<file path="src/rtl/dmem_access_ctrl.sv">
// dmem_access_ctrl: MEM-stage initiator for a word-wide data memory with registered
// address and registered read data. Converts byte/half/word loads and stores into
// word-only transactions. Sub-word stores are done as read-modify-write.
//
// Ports:
//   clk, clrn             clock, asynchronous active-low reset
//   req_valid/we/size/unsigned/addr/wdata   pipeline request
//   busy                  pipeline stall
//   resp_valid            one-cycle completion pulse
//   resp_rdata            extended load data (0 for stores)
//   misalign              one-cycle alignment/size fault pulse
//   mem_we/addr/wdata     memory command
//   mem_rdata             memory read data, valid RD_LAT cycles after mem_addr
//
// Optional feature macro: DMEM_LOAD_BYPASS_EN
//   Keeps a one-entry buffer of the last written word. Loads that hit it complete
//   without a memory read, and sub-word stores that hit it merge into the buffered word.

module dmem_access_ctrl #(
    parameter int unsigned RD_LAT = 2,
    parameter int unsigned CNT_W  = 2
) (
    input  logic        clk,
    input  logic        clrn,
    input  logic        req_valid,
    input  logic        req_we,
    input  logic [1:0]  req_size,
    input  logic        req_unsigned,
    input  logic [31:0] req_addr,
    input  logic [31:0] req_wdata,
    output logic        busy,
    output logic        resp_valid,
    output logic [31:0] resp_rdata,
    output logic        misalign,
    output logic        mem_we,
    output logic [31:0] mem_addr,
    output logic [31:0] mem_wdata,
    input  logic [31:0] mem_rdata
);

    typedef enum logic [1:0] {StIdle, StRead, StWrite, StResp} state_e;

    state_e            state_q, state_d;
    logic [CNT_W-1:0]  cnt_q, cnt_d;
    logic [31:0]       addr_q, addr_d;
    logic [1:0]        size_q, size_d;
    logic              uns_q, uns_d;
    logic              store_q, store_d;
    logic [31:0]       wdata_q, wdata_d;   // request store data
    logic [31:0]       wword_q, wword_d;   // full word to write
    logic [31:0]       rdata_q, rdata_d;   // extended load result

    logic              fault;
    logic              accept;
    logic              byp_hit;
    logic [31:0]       byp_word;

    // Select the addressed lane and sign/zero extend it.
    function automatic logic [31:0] load_extend(input logic [31:0] word, input logic [1:0] lane,
                                                input logic [1:0] size, input logic uns);
        logic [7:0]  b;
        logic [15:0] h;
        logic [31:0] r;
        b = word[{lane, 3'b000} +: 8];
        h = lane[1] ? word[31:16] : word[15:0];
        case (size)
            2'b00:   r = {{24{b[7] & ~uns}}, b};
            2'b01:   r = {{16{h[15] & ~uns}}, h};
            default: r = word;
        endcase
        return r;
    endfunction

    // Overlay the store data onto the addressed lane(s) of an existing word.
    function automatic logic [31:0] store_merge(input logic [31:0] word, input logic [31:0] data,
                                                input logic [1:0] lane, input logic [1:0] size);
        logic [31:0] r;
        r = word;
        case (size)
            2'b00: r[{lane, 3'b000} +: 8] = data[7:0];
            2'b01: begin
                if (lane[1]) r[31:16] = data[15:0];
                else         r[15:0]  = data[15:0];
            end
            default: r = data;
        endcase
        return r;
    endfunction

    always_comb begin
        case (req_size)
            2'b00:   fault = 1'b0;
            2'b01:   fault = req_addr[0];
            2'b10:   fault = |req_addr[1:0];
            default: fault = 1'b1;
        endcase
    end

    assign accept = (state_q == StIdle) && req_valid && !fault;

`ifdef DMEM_LOAD_BYPASS_EN
    logic        byp_valid_q;
    logic [29:0] byp_addr_q;
    logic [31:0] byp_data_q;

    assign byp_hit  = byp_valid_q && (byp_addr_q == req_addr[31:2]);
    assign byp_word = byp_data_q;

    always_ff @(posedge clk or negedge clrn) begin
        if (!clrn) begin
            byp_valid_q <= 1'b0;
            byp_addr_q  <= '0;
            byp_data_q  <= '0;
        end else if (state_q == StWrite) begin
            byp_valid_q <= 1'b1;
            byp_addr_q  <= addr_q[31:2];
            byp_data_q  <= wword_q;
        end
    end
`else
    assign byp_hit  = 1'b0;
    assign byp_word = '0;
`endif

    always_ff @(posedge clk or negedge clrn) begin
        if (!clrn) begin
            state_q <= StIdle;
            cnt_q   <= '0;
            addr_q  <= '0;
            size_q  <= '0;
            uns_q   <= 1'b0;
            store_q <= 1'b0;
            wdata_q <= '0;
            wword_q <= '0;
            rdata_q <= '0;
        end else begin
            state_q <= state_d;
            cnt_q   <= cnt_d;
            addr_q  <= addr_d;
            size_q  <= size_d;
            uns_q   <= uns_d;
            store_q <= store_d;
            wdata_q <= wdata_d;
            wword_q <= wword_d;
            rdata_q <= rdata_d;
        end
    end

    always_comb begin
        state_d    = state_q;
        cnt_d      = cnt_q;
        addr_d     = addr_q;
        size_d     = size_q;
        uns_d      = uns_q;
        store_d    = store_q;
        wdata_d    = wdata_q;
        wword_d    = wword_q;
        rdata_d    = rdata_q;
        busy       = 1'b0;
        resp_valid = 1'b0;
        misalign   = 1'b0;

        unique case (state_q)
            StIdle: begin
                if (req_valid) begin
                    if (fault) begin
                        misalign = 1'b1;
                    end else begin
                        busy    = 1'b1;
                        addr_d  = req_addr;
                        size_d  = req_size;
                        uns_d   = req_unsigned;
                        store_d = req_we;
                        wdata_d = req_wdata;
                        rdata_d = '0;
                        if (req_we && (req_size == 2'b10)) begin
                            wword_d = req_wdata;
                            state_d = StWrite;
                        end else if (byp_hit) begin
                            if (req_we) begin
                                wword_d = store_merge(byp_word, req_wdata, req_addr[1:0],
                                                      req_size);
                                state_d = StWrite;
                            end else begin
                                rdata_d = load_extend(byp_word, req_addr[1:0], req_size,
                                                      req_unsigned);
                                state_d = StResp;
                            end
                        end else begin
                            cnt_d   = CNT_W'(RD_LAT);
                            state_d = StRead;
                        end
                    end
                end
            end
            StRead: begin
                busy  = 1'b1;
                cnt_d = cnt_q - CNT_W'(1);
                // Address went out in the accept cycle, so read data is valid now.
                if (cnt_q == CNT_W'(1)) begin
                    if (store_q) begin
                        wword_d = store_merge(mem_rdata, wdata_q, addr_q[1:0], size_q);
                        state_d = StWrite;
                    end else begin
                        rdata_d = load_extend(mem_rdata, addr_q[1:0], size_q, uns_q);
                        state_d = StResp;
                    end
                end
            end
            StWrite: begin
                busy    = 1'b1;
                state_d = StResp;
            end
            StResp: begin
                resp_valid = 1'b1;
                state_d    = StIdle;
            end
            default: state_d = StIdle;
        endcase
    end

    // Write strobe comes from registered state only so reset removes it asynchronously.
    assign mem_we     = (state_q == StWrite);
    assign mem_wdata  = mem_we ? wword_q : '0;
    // Present the address in the accept cycle so the read completes RD_LAT cycles later.
    assign mem_addr   = accept ? {req_addr[31:2], 2'b00} : {addr_q[31:2], 2'b00};
    assign resp_rdata = (state_q == StResp) ? rdata_q : '0;

endmodule
</file>
<file path="config.mk">
export PLATFORM = sky130hd
export DESIGN_NAME = dmem_access_ctrl
export DESIGN_NICKNAME = d
export VERILOG_FILES = /design/src/rtl/dmem_access_ctrl.sv
export SDC_FILE = /design/constraint.sdc
export NUM_CORES = 1
export LEC_CHECK = 0
export BUFFER_PORTS_ARGS = -buffer_cell sky130_fd_sc_hd__buf_2
export CAP_MARGIN = 5
export CORE_MARGIN = 1.5
export CORE_UTILIZATION = 58
export CTS_CLUSTER_DIAMETER = 200
export DETAILED_ROUTE_END_ITERATION = 7
export GPL_TIMING_DRIVEN = 0
export PLACE_DENSITY = 0.87
export SKIP_LAST_GASP = 1
export SLEW_MARGIN = 20
export SYNTH_ARGS = -nofsm -noshare
export SYNTH_HDL_FRONTEND = slang
export SYNTH_SLANG_ARGS = --single-unit
</file>
<file path="constraint.sdc">
create_clock -name clk -period 4.9 [get_ports clk]
set_input_delay 0.245 -clock clk [delete_from_list [all_inputs] [get_ports clk]]
set_output_delay 0.245 -clock clk [all_outputs]
set_load 0.02 [all_outputs]
</file>
==> key figures <==
Outcome
  • Run status: finished clean

Cells and area
  • Inserted Diodes: 0
  • Storage cell area: 3400 um^2
  • Fillers: 972
  • Layout cell share with drive strength beyond 1: 35.5%
  • Nets@finish: ~1100
  • Synth-to-layout area growth: 23.1%
  • Final instance count without filler cells: 1132
  • Area of the multi-input gates: 4080 um^2
  • Final Util: 72.6%

Critical path
  • Critical path endpoint: wword_q[30]
  • Flop2flop setup slack: 1.72 ns
  • Crit path from: addr_q[1]
  • R2R cell count: 9
  • Critical Path Sink Type: flop
  • Worst setup SP type: flop
  • Reg2reg start: addr_q[1]
  • Worst Path Arrival: 3.54 ns
  • CP required: 5.26 ns
  • Worst-path maximum fanout: 10
  • Worst Path Class, Setup: reg -> reg
  • R2R Path End: wword_q[30]

Flow run
  • Max-cap violations: 0

Global route
  • Total congestion overflow: 0
  • Vias in the first global route: 7122
  • Pin count of the biggest net entering global routing: between 80 and 90
  • GRT Util Overall: 35.0%
  • Global-route wire length before repair: 37800 um
  • Antenna violations before repair: 0

Pwr
  • Pint: 3.75 mW
  • Logic gate share of total power: about half
  • Max IR drop VDD: ~0.42 mV
  • Seq pwr share: between 30% and 40%
  • Leak: 4.57 nW
  • Net switching fraction of the power: 43.4%
  • Clk pwr share: 17.2%
  • Pwr/cell area: 693 nW/um^2
  • NetSw: around 2.9 mW

Yosys
  • Simple-gate share of the synthesized area: 12.3%
  • Asr flop ratio synth: between 90% and 100%
  • Adder-Cell Fraction of Synth Area: 1.61%
  • Area contributors post-synth: dfrtp_1, mux2_2, mux2_1
  • Yosys top cell area share: 43.8%
  • Synthesis warning total: 0
  • Mapped Avg Cell Area: 10.8 um^2
  • XOR/XNOR Fraction of Synth Area: 0%
  • Sequential area share after synthesis: 43.8%
  • Main combinational cell family by area after synthesis: multiplexers
  • Number of synthesized flops with an enable pin: 0
  • Synth Register Bits: about 140
  • Post-synth top flop: dfrtp_1
  • Compound-Gate Fraction of Synth Area: 17.6%
  • Most common cell in the synthesized netlist: dfrtp_1
  • Library cells used by synthesis: 53
  • Mux contribution to synthesized area: 20.8%
  • Syn Std Cell Area: roughly 7800 um^2
  • Area leader, netlist: dfrtp_1
  • Synth Instances: 723
  • Synth cell count leaders: dfrtp_1, mux2_2, and2_1, mux2_1, clkbuf_1

CTS
  • Clk sinks: 136
  • TritonCTS buffer count: 17
  • Clock slew at reported path FFs: 0.06 ns
  • CTS tree: done
  • Worst-skew pair later-pin latency: roughly 0.43 ns
  • Max clock buf depth: 2
  • H-Tree Depth: 4
  • Clk root buf: clkbuf_16
  • CTS resizes: 0

Detailed routing
  • DRC: 0
  • Vias: approximately 7000
  • Initial drt markers: 708
  • Final WL: 23900 um
  • First drt pass iteration count: 6
  • DR vias/cell: between 6 and 7
  • Routed Antenna Nets: 0
  • Wirelength per Cell: 21.1 um

Floorplan
  • Total core area: 13200 um^2
  • Die ar.: 14100 um^2
  • Die X: 119 um
  • Initial Util: approximately 59%
  • Io pins: approximately 200
  • Row count: 42
  • DIE HEIGHT: 119 um

Timing
  • Clock Skew: 0.00711 ns
  • Post-route setup slack: 1.72 ns
  • Fmax: 315 MHz
  • Post-route minimum period: 3.18 ns
  • Worst slew margin: about 37%
  • Hold Vio Cnt, Final: 0
  • TNS Setup: 0 ns
  • Unrepaired setup endpoints after global routing: false
  • Period Utilization, post-route: 64.9%
  • Final max-slew violation count: 0
  • Endpoints failing setup: 0
  • Worst slew pin tran: 0.941 ns

Place
  • Gpl congestion: 0.990
  • Count of buffers from port buffering: 200
  • Dpl hpwl: 17800 um
  • Pre-CTS WS: between 1.5 and 2 ns
  • DP Cell Count: 1101

Min path
  • WHS Path Cells: 2
  • HP Class: in -> reg
==> registers in the layout, indices dropped and copies added, names as in the netlist <==
name / flops
addr_q: 32
cnt_q: 2
wword_q: 32
rdata_q: 32
state_q: 2
size_q: 2
wdata_q: 32
store_q: 1
uns_q: 1
==> per-stage QoR <==
| step | cell area (um^2) | power (mW) | hold WS [ns] |
|---|---|---|---|
| after CTS | 9570 | 6.57 | 0.0394 |
| final | 9570 | 6.63 | 0.0470 |
| after floorplan | 7780 | 4.34 | -0.0506 |
| after detailed placement | 9040 | 5.39 | 0.193 |
| after global placement | 9000 | 5.27 | 0.465 |
| after global routing | 9570 | 7.01 | 0.0579 |
==> logic make-up (layout without fill, tap and decap cells) <==
family                     after synthesis  count (layout)
DFF                                    136             136
buffers and inverters                   70             302
adders and majority gates               10              10
muxes                                  143             143
and+or+nand+nor                        178             178
other                                    1               2
AOI/OAI and AO/OA                      185             185
==> per-layer routing <==
layer  up-vias  wire length (um)  track usage [%]
li1       3117                 -                -
met1      3345              9620             44.3
met2       456             11000             55.7
met3        74              2330             9.65
met4         0               949             16.5
met5         -                 0                0
==> worst max-delay path: stages, from the launching register on <==
cell and delay [ns]:
dfrtp_1 0.36, buf_2 0.18, buf_2 0.29, buf_2 0.30, inv_1 0.12, ha_1 0.33, nor3b_1 0.77, a31oi_1 0.19
a41oi_1 0.38, mux2_1 0.20
==> power by group through the flow <==
| stage | Clock, mW | Combinational [mW] | Sequential, mW |
|---|---|---|---|
| 2_1_floorplan | 0 | 2.45 | 1.90 |
| 3_3_place_gp | 0 | 3.26 | 2.01 |
| 3_5_place_dp | 0 | 3.34 | 2.04 |
| 4_1_cts | 1.14 | 3.39 | 2.04 |
| 5_1_grt | 1.20 | 3.70 | 2.11 |
| 6_report | 1.14 | 3.43 | 2.06 |
==> cells in the final DEF (no fill, tap or decap), types with 3 or more instances in the layout <==
cell,synthesis,routed
nand2_1,31,31
a31oi_1,31,31
inv_1,8,8
a41oi_1,8,8
clkinv_2,0,6
dfrtp_1,136,136
mux2i_1,10,10
nor2_1,32,32
clkinvlp_4,0,3
o21ai_1,5,5
a21o_1,14,14
clkbuf_16,0,17
a211oi_1,8,8
o22ai_1,8,8
a221o_1,8,8
a22o_1,24,24
mux2_1,47,47
nand4_1,8,8
nand2b_1,13,13
mux2_2,83,83
clkbuf_1,44,45
clkbuf_8,0,3
nand3_1,12,12
a32o_1,9,9
buf_2,10,209
and2_1,72,72
o31ai_1,9,9
o21ai_0,31,31
a221oi_1,8,8
o211ai_1,9,9
ha_1,10,10
==> what timing repair did <==
| action | in CTS | in global routing |
|---|---|---|
| hold endpoints to repair | 55 | 0 |
| hold buffers | 1 | 0 |
| buffers inserted | 0 | 0 |
==> worst min path at each step <==
| stage | from | end | slack, ns |
|---|---|---|---|
| floorplan | clrn | addr_q[0] | -0.05 |
| global placement | cnt_q[0] | cnt_q[0] | 0.46 |
| detailed placement | clrn | rdata_q[24] | 0.19 |
| CTS | req_addr[2] | addr_q[2] | 0.04 |
| global route | req_addr[4] | addr_q[4] | 0.06 |
| finish | req_addr[2] | addr_q[2] | 0.05 |
==> layout make-up <==
cell class                 count  share of cell area (%)
buffer                        60                    2.72
clock buffer                  21                    4.91
clock inverter                 9                   0.549
inverter                      10                   0.392
multi-input combinational    518                    42.6
sequential                   136                    35.6
tap                          176                    2.30
timing repair buffer         202                    11.0
Power figures use the tool's default switching activity.
